## config.mk

```make
export PLATFORM = sky130hd
export DESIGN_NAME = karatsuba_seq_ctrl
export DESIGN_NICKNAME = d
export VERILOG_FILES = /design/src/rtl/karatsuba_seq_ctrl.sv
export SDC_FILE = /design/constraint.sdc
export NUM_CORES = 1
export LEC_CHECK = 0
export CAP_MARGIN = 20
export CORE_UTILIZATION = 30
export DETAILED_ROUTE_END_ITERATION = 12
export PLACE_DENSITY = 0.59
export SLEW_MARGIN = 20
export SYNTH_ARGS = -nofsm -noshare
export SYNTH_HDL_FRONTEND = slang
export SYNTH_SLANG_ARGS = --single-unit
```

## constraint.sdc

```tcl
create_clock -name clk -period 10.11 [get_ports clk]
set_input_delay 2.022 -clock clk [delete_from_list [all_inputs] [get_ports clk]]
set_output_delay 2.022 -clock clk [all_outputs]
set_load 0.005 [all_outputs]
```

## src/rtl/karatsuba_seq_ctrl.sv

```systemverilog
// Sequential Karatsuba multiplier: three half-width sub-products share one
// combinational radix-4 Booth multiplier over three consecutive cycles.

module radix4acc #(
  parameter int N = 10
) (
  input  logic signed [N-1:0]   a,
  input  logic signed [N-1:0]   b,
  output logic signed [2*N-1:0] prod
);

  logic signed [2*N-1:0] ae;
  logic signed [2*N-1:0] pp;
  logic signed [2*N-1:0] acc;
  logic        [N:0]     bext;
  logic        [2:0]     trip;

  assign ae   = (2*N)'(a);
  assign bext = {b, 1'b0};

  // NOTE: blocking assignments are correct here; acc is a combinational
  // running sum rebuilt from zero on every evaluation, not stored state.
  always_comb begin
    acc  = '0;
    pp   = '0;
    trip = '0;
    for (int i = 0; i < N / 2; i++) begin
      trip = bext[2*i +: 3];
      unique case (trip)
        3'b001, 3'b010: pp = ae;
        3'b011:         pp = ae <<< 1;
        3'b100:         pp = -(ae <<< 1);
        3'b101, 3'b110: pp = -ae;
        default:        pp = '0;
      endcase
      acc = acc + (pp <<< (2 * i));
    end
  end

  assign prod = acc;

endmodule

module karatsuba_seq_ctrl #(
  parameter int W = 16
) (
  input  logic           clk,
  input  logic           rst,
  input  logic [W-1:0]   x,
  input  logic [W-1:0]   y,
  input  logic           in_valid,
  output logic           in_ready,
  output logic [2*W-1:0] p,
  output logic           out_valid,
  input  logic           out_ready
);

  localparam int H = W / 2;
  localparam int M = H + 2;

  typedef enum logic [2:0] {IDLE, LO, HI, MID, OUT} state_t;

  state_t state, next_state;

  logic        [W-1:0]   xr, yr;
  logic signed [M-1:0]   xl_e, yl_e, xh_e, yh_e, xs, ys;
  logic signed [M-1:0]   mul_a, mul_b;
  logic signed [2*M-1:0] prod, z0, z2, z1;
  logic signed [2*W-1:0] z0_e, z1_e, z2_e, p_next;

  assign xl_e = {{(M-H){1'b0}}, xr[H-1:0]};
  assign yl_e = {{(M-H){1'b0}}, yr[H-1:0]};
  assign xh_e = {{(M-H){xr[W-1]}}, xr[W-1:H]};
  assign yh_e = {{(M-H){yr[W-1]}}, yr[W-1:H]};
  assign xs   = xh_e + xl_e;
  assign ys   = yh_e + yl_e;

  radix4acc #(.N(M)) u_mul (
    .a    (mul_a),
    .b    (mul_b),
    .prod (prod)
  );

  // The combine runs modulo 2^(2W): truncating after a wider add is identical.
  assign z1     = prod - z2 - z0;
  assign z0_e   = (2*W)'(z0);
  assign z1_e   = (2*W)'(z1);
  assign z2_e   = (2*W)'(z2);
  assign p_next = (z2_e <<< (2 * H)) + (z1_e <<< H) + z0_e;

  always_ff @(posedge clk) begin
    if (rst) state <= IDLE;
    else     state <= next_state;
  end

  // NOTE: every output of this block gets a default first so no path
  // through the case leaves a signal unassigned, which would infer a latch.
  always_comb begin
    next_state = state;
    mul_a      = '0;
    mul_b      = '0;
    unique case (state)
      IDLE: if (in_valid) next_state = LO;
      LO: begin
        mul_a      = xl_e;
        mul_b      = yl_e;
        next_state = HI;
      end
      HI: begin
        mul_a      = xh_e;
        mul_b      = yh_e;
        next_state = MID;
      end
      MID: begin
        mul_a      = xs;
        mul_b      = ys;
        next_state = OUT;
      end
      OUT:     if (out_ready) next_state = IDLE;
      default: next_state = IDLE;
    endcase
  end

  // NOTE: datapath registers are reset too, so a reset mid-operation leaves
  // p at zero and no stale partial product survives into the next request.
  always_ff @(posedge clk) begin
    if (rst) begin
      xr <= '0;
      yr <= '0;
      z0 <= '0;
      z2 <= '0;
      p  <= '0;
    end else begin
      if (state == IDLE && in_valid) begin
        xr <= x;
        yr <= y;
      end
      if (state == LO)  z0 <= prod;
      if (state == HI)  z2 <= prod;
      if (state == MID) p  <= p_next;
    end
  end

  assign in_ready  = (state == IDLE);
  assign out_valid = (state == OUT);

endmodule

```

==> impl_metrics.ini <==
[power_and_ir_drop]
leakage_uw = 0.00641
irDropWorstVdd_uv = 120
clock_power_share = 0.142
power.internal_uw = 1620
p_sw_uw = 1160
combPwrFrac = 0.690
p_per_area_nw_per_um2 = 179
power_uw = 2780
pwr-share-seq = 0.167
swShare = 0.417

[global_routing]
grt_pass1_wl_um = 61600
grt_max_degree = 81
grt_pass1_vias = 11500
grt.total_usage = 0.190
gr-total-overflow = 0
antenna_found_initial = 0

[route]
dr.pass1.iters = 5
vias = 12000
drcViolationCount = 0
wire_per_inst_um = 17.3
routed_wirelength_um = 39500
drt_iter0_markers = 812
drtAntennaViolNets = 0
drt-vias-per-instance = 5.24

[floorplan]
die_x_um = 201
rows = 72
die_area_sq_um = 40600
start_util = 0.306
io-pin-count = 70
die_h_um = 201
design.core.area_sq_um = 38900

[synth]
synthFlopType = dfxtp_1
synth_top_area_frac = 0.180
yosys_warnings = 0
synth-seq-area-share = 0.180
synth_top_area_cell = dfxtp_1
ys_types = 93
syn_nets = 1769
ys_ff_latch = 107
syn-mean-instance-area_sq_um = 7.62
synthCells = 1565
syn_area_sq_um = 11900
synth.top_cells.by_area = dfxtp_1 (18%), fa_1 (13%), ha_1 (9.5%)
async_flop_share = 0
synth_edf_count = 0

[timing]
hold_ws_ns = 0.452
hold_viol = 0
skew_ns = 0.0125
tightest_slew_ns = 0.917
fin_ws_ns = 0.339
setup_viol = 0
setup_tns_ns = 0
max_slew_margin = 0.388
finalCritPeriodShare = 0.967
period_needed_ns = 9.77
fmax_mhz = 102
slew_violations = 0

[critical_path]
worst-setup-path-type = reg2reg
cp_top_family = adder cells
endpoint_kind = register
worst_ep_arrival_time_ns = 10.04
slowest_delay_ns = 0.60
crit_path_frequent_cell = fa_1
worst-path-buf-inv = 5
path_max_fanout = 5
crit_slowest_cell = or4_4
required_ns = 10.38
start_kind = register

[clock_network]
htree_levels = 3
cts_tree = built
cts_buffers = 9
path_clk_slew_ns = 0.07
clk_latency_ns = 0.37
cts_root_buf = clkbuf_16
cts_max_path_buffers = 2
cts.sinks = 107

[layout]
final_common_cell = nand2_1
area_growth_pct = 30.6
multi_input_area_sq_um = 9650
register_area_sq_um = 2140
finish.net_count = 1964
drive_above_1_share = 0.211
layout_common_cells = nand2_1 (256), buf_4 (193), a21oi_1 (162), inv_1 (139), dfxtp_1 (105)
fin_util = 0.400
n_fill_cell = 3997
n_antenna_cell = 0

[placed_design]
hpwl_um = 31100
dp_slack_ns = -0.223
finalWeightedCongestion = 0.940
io_buffers = 69

[status]
status = complete, no violations

[job]
cap_violations = 0

[hold_path]
min_path_type = reg2reg
## final timing paths
check,start,end,slack (ns),cells past startpoint
worst max-delay path,xr[8]$_SDFFE_PP0P_,p[31]$_SDFFE_PP0N_,0.34,40
worst min-delay path,p[26]$_SDFFE_PP0N_,p[26]$_SDFFE_PP0N_,0.45,2
worst max register to register,xr[8]$_SDFFE_PP0P_,p[31]$_SDFFE_PP0N_,0.34,40
worst min register to register,p[26]$_SDFFE_PP0N_,p[26]$_SDFFE_PP0N_,0.45,2
## registers in the layout (all words and copies together) (netlist names)
register / cells
p: 32
state: 3
xr: 16
yr: 16
z0: 20
z2: 20
## stage by stage
step	area, sq um	std cells
finish	15600	2283
global route	15600	2283
CTS	14800	2271
detailed placement	14400	2252
global placement	14400	2252
floorplan	12000	1565
## routing by layer
metal	GRT usage	share of wire	vias up
met3	0.0207	0.051	67
met5	0	0	-
met2	0.332	0.49	366
li1	-	-	5801
met1	0.245	0.44	5727
met4	0.0541	0.024	0
## cell usage after synthesis, types with 5 or more instances
master      n
nand2_1   259
a21oi_1   184
inv_1     142
dfxtp_1   107
nor2_1     99
ha_1       91
fa_1       77
xnor2_1    74
o21ai_0    71
clkbuf_1   66
o22ai_1    25
nor3_1     21
xor2_1     21
a21o_1     20
nand3_1    19
a211oi_1   15
o211ai_1   14
o21bai_1   13
o221ai_1   13
a221oi_1   12
a22oi_1    12
and3_1     12
nor2b_1    12
buf_2      10
o21a_1     10
or3_1      10
buf_1       9
and2_1      7
nand2b_1    7
a31oi_1     6
mux2_2      5
o31a_1      5
## final cells by class
class / instances / area share
multi-input combinational: 1227 / 0.620
timing repair buffer: 271 / 0.146
sequential: 107 / 0.138
tap: 518 / 0.0416
inverter: 144 / 0.0347
clock buffer: 12 / 0.0158
clock inverter: 4 / 0.00474
## kinds of logic (layout without fill, tap and decap cells)
logic type / after synthesis / in the layout / synth area share
XOR/XNOR: 100 / 100 / 0.0776
buffers and inverters: 231 / 431 / 0.0744
AND/OR/NAND/NOR: 482 / 482 / 0.179
multiplexers: 12 / 12 / 0.0111
AO/OA/AOI/OAI: 465 / 465 / 0.254
flip-flops: 107 / 107 / 0.180
adder cells (fa/ha/maj): 168 / 168 / 0.225
## power by group through the flow
stage	sequential (uW)	clock, uW	combinational, uW
3_3_place_gp	475	0	1670
5_1_grt	469	422	2110
3_5_place_dp	475	0	1700
4_1_cts	466	407	1730
2_1_floorplan	469	0	1120
6_report	466	397	1920
## worst register-to-register path, delay by kind of cell (launching register included)
family	cells	cell delay, ns
XOR/XNOR	5	0.80
buffers and inverters	5	0.41
adder cells (fa/ha/maj)	10	3.76
multiplexers	2	0.44
flip-flops	1	0.36
AO/OA/AOI/OAI	9	1.80
AND/OR/NAND/NOR	9	2.10
## timing repair
action / 4_1_cts / 5_1_grt
buffers inserted: 4 / 12
endpoints found under the setup margin: 2 / 7
pin swaps: 18 / 106
hold buffers: 0 / 0
gates resized for setup: 11 / 137
(Power assumes the default switching activity.)
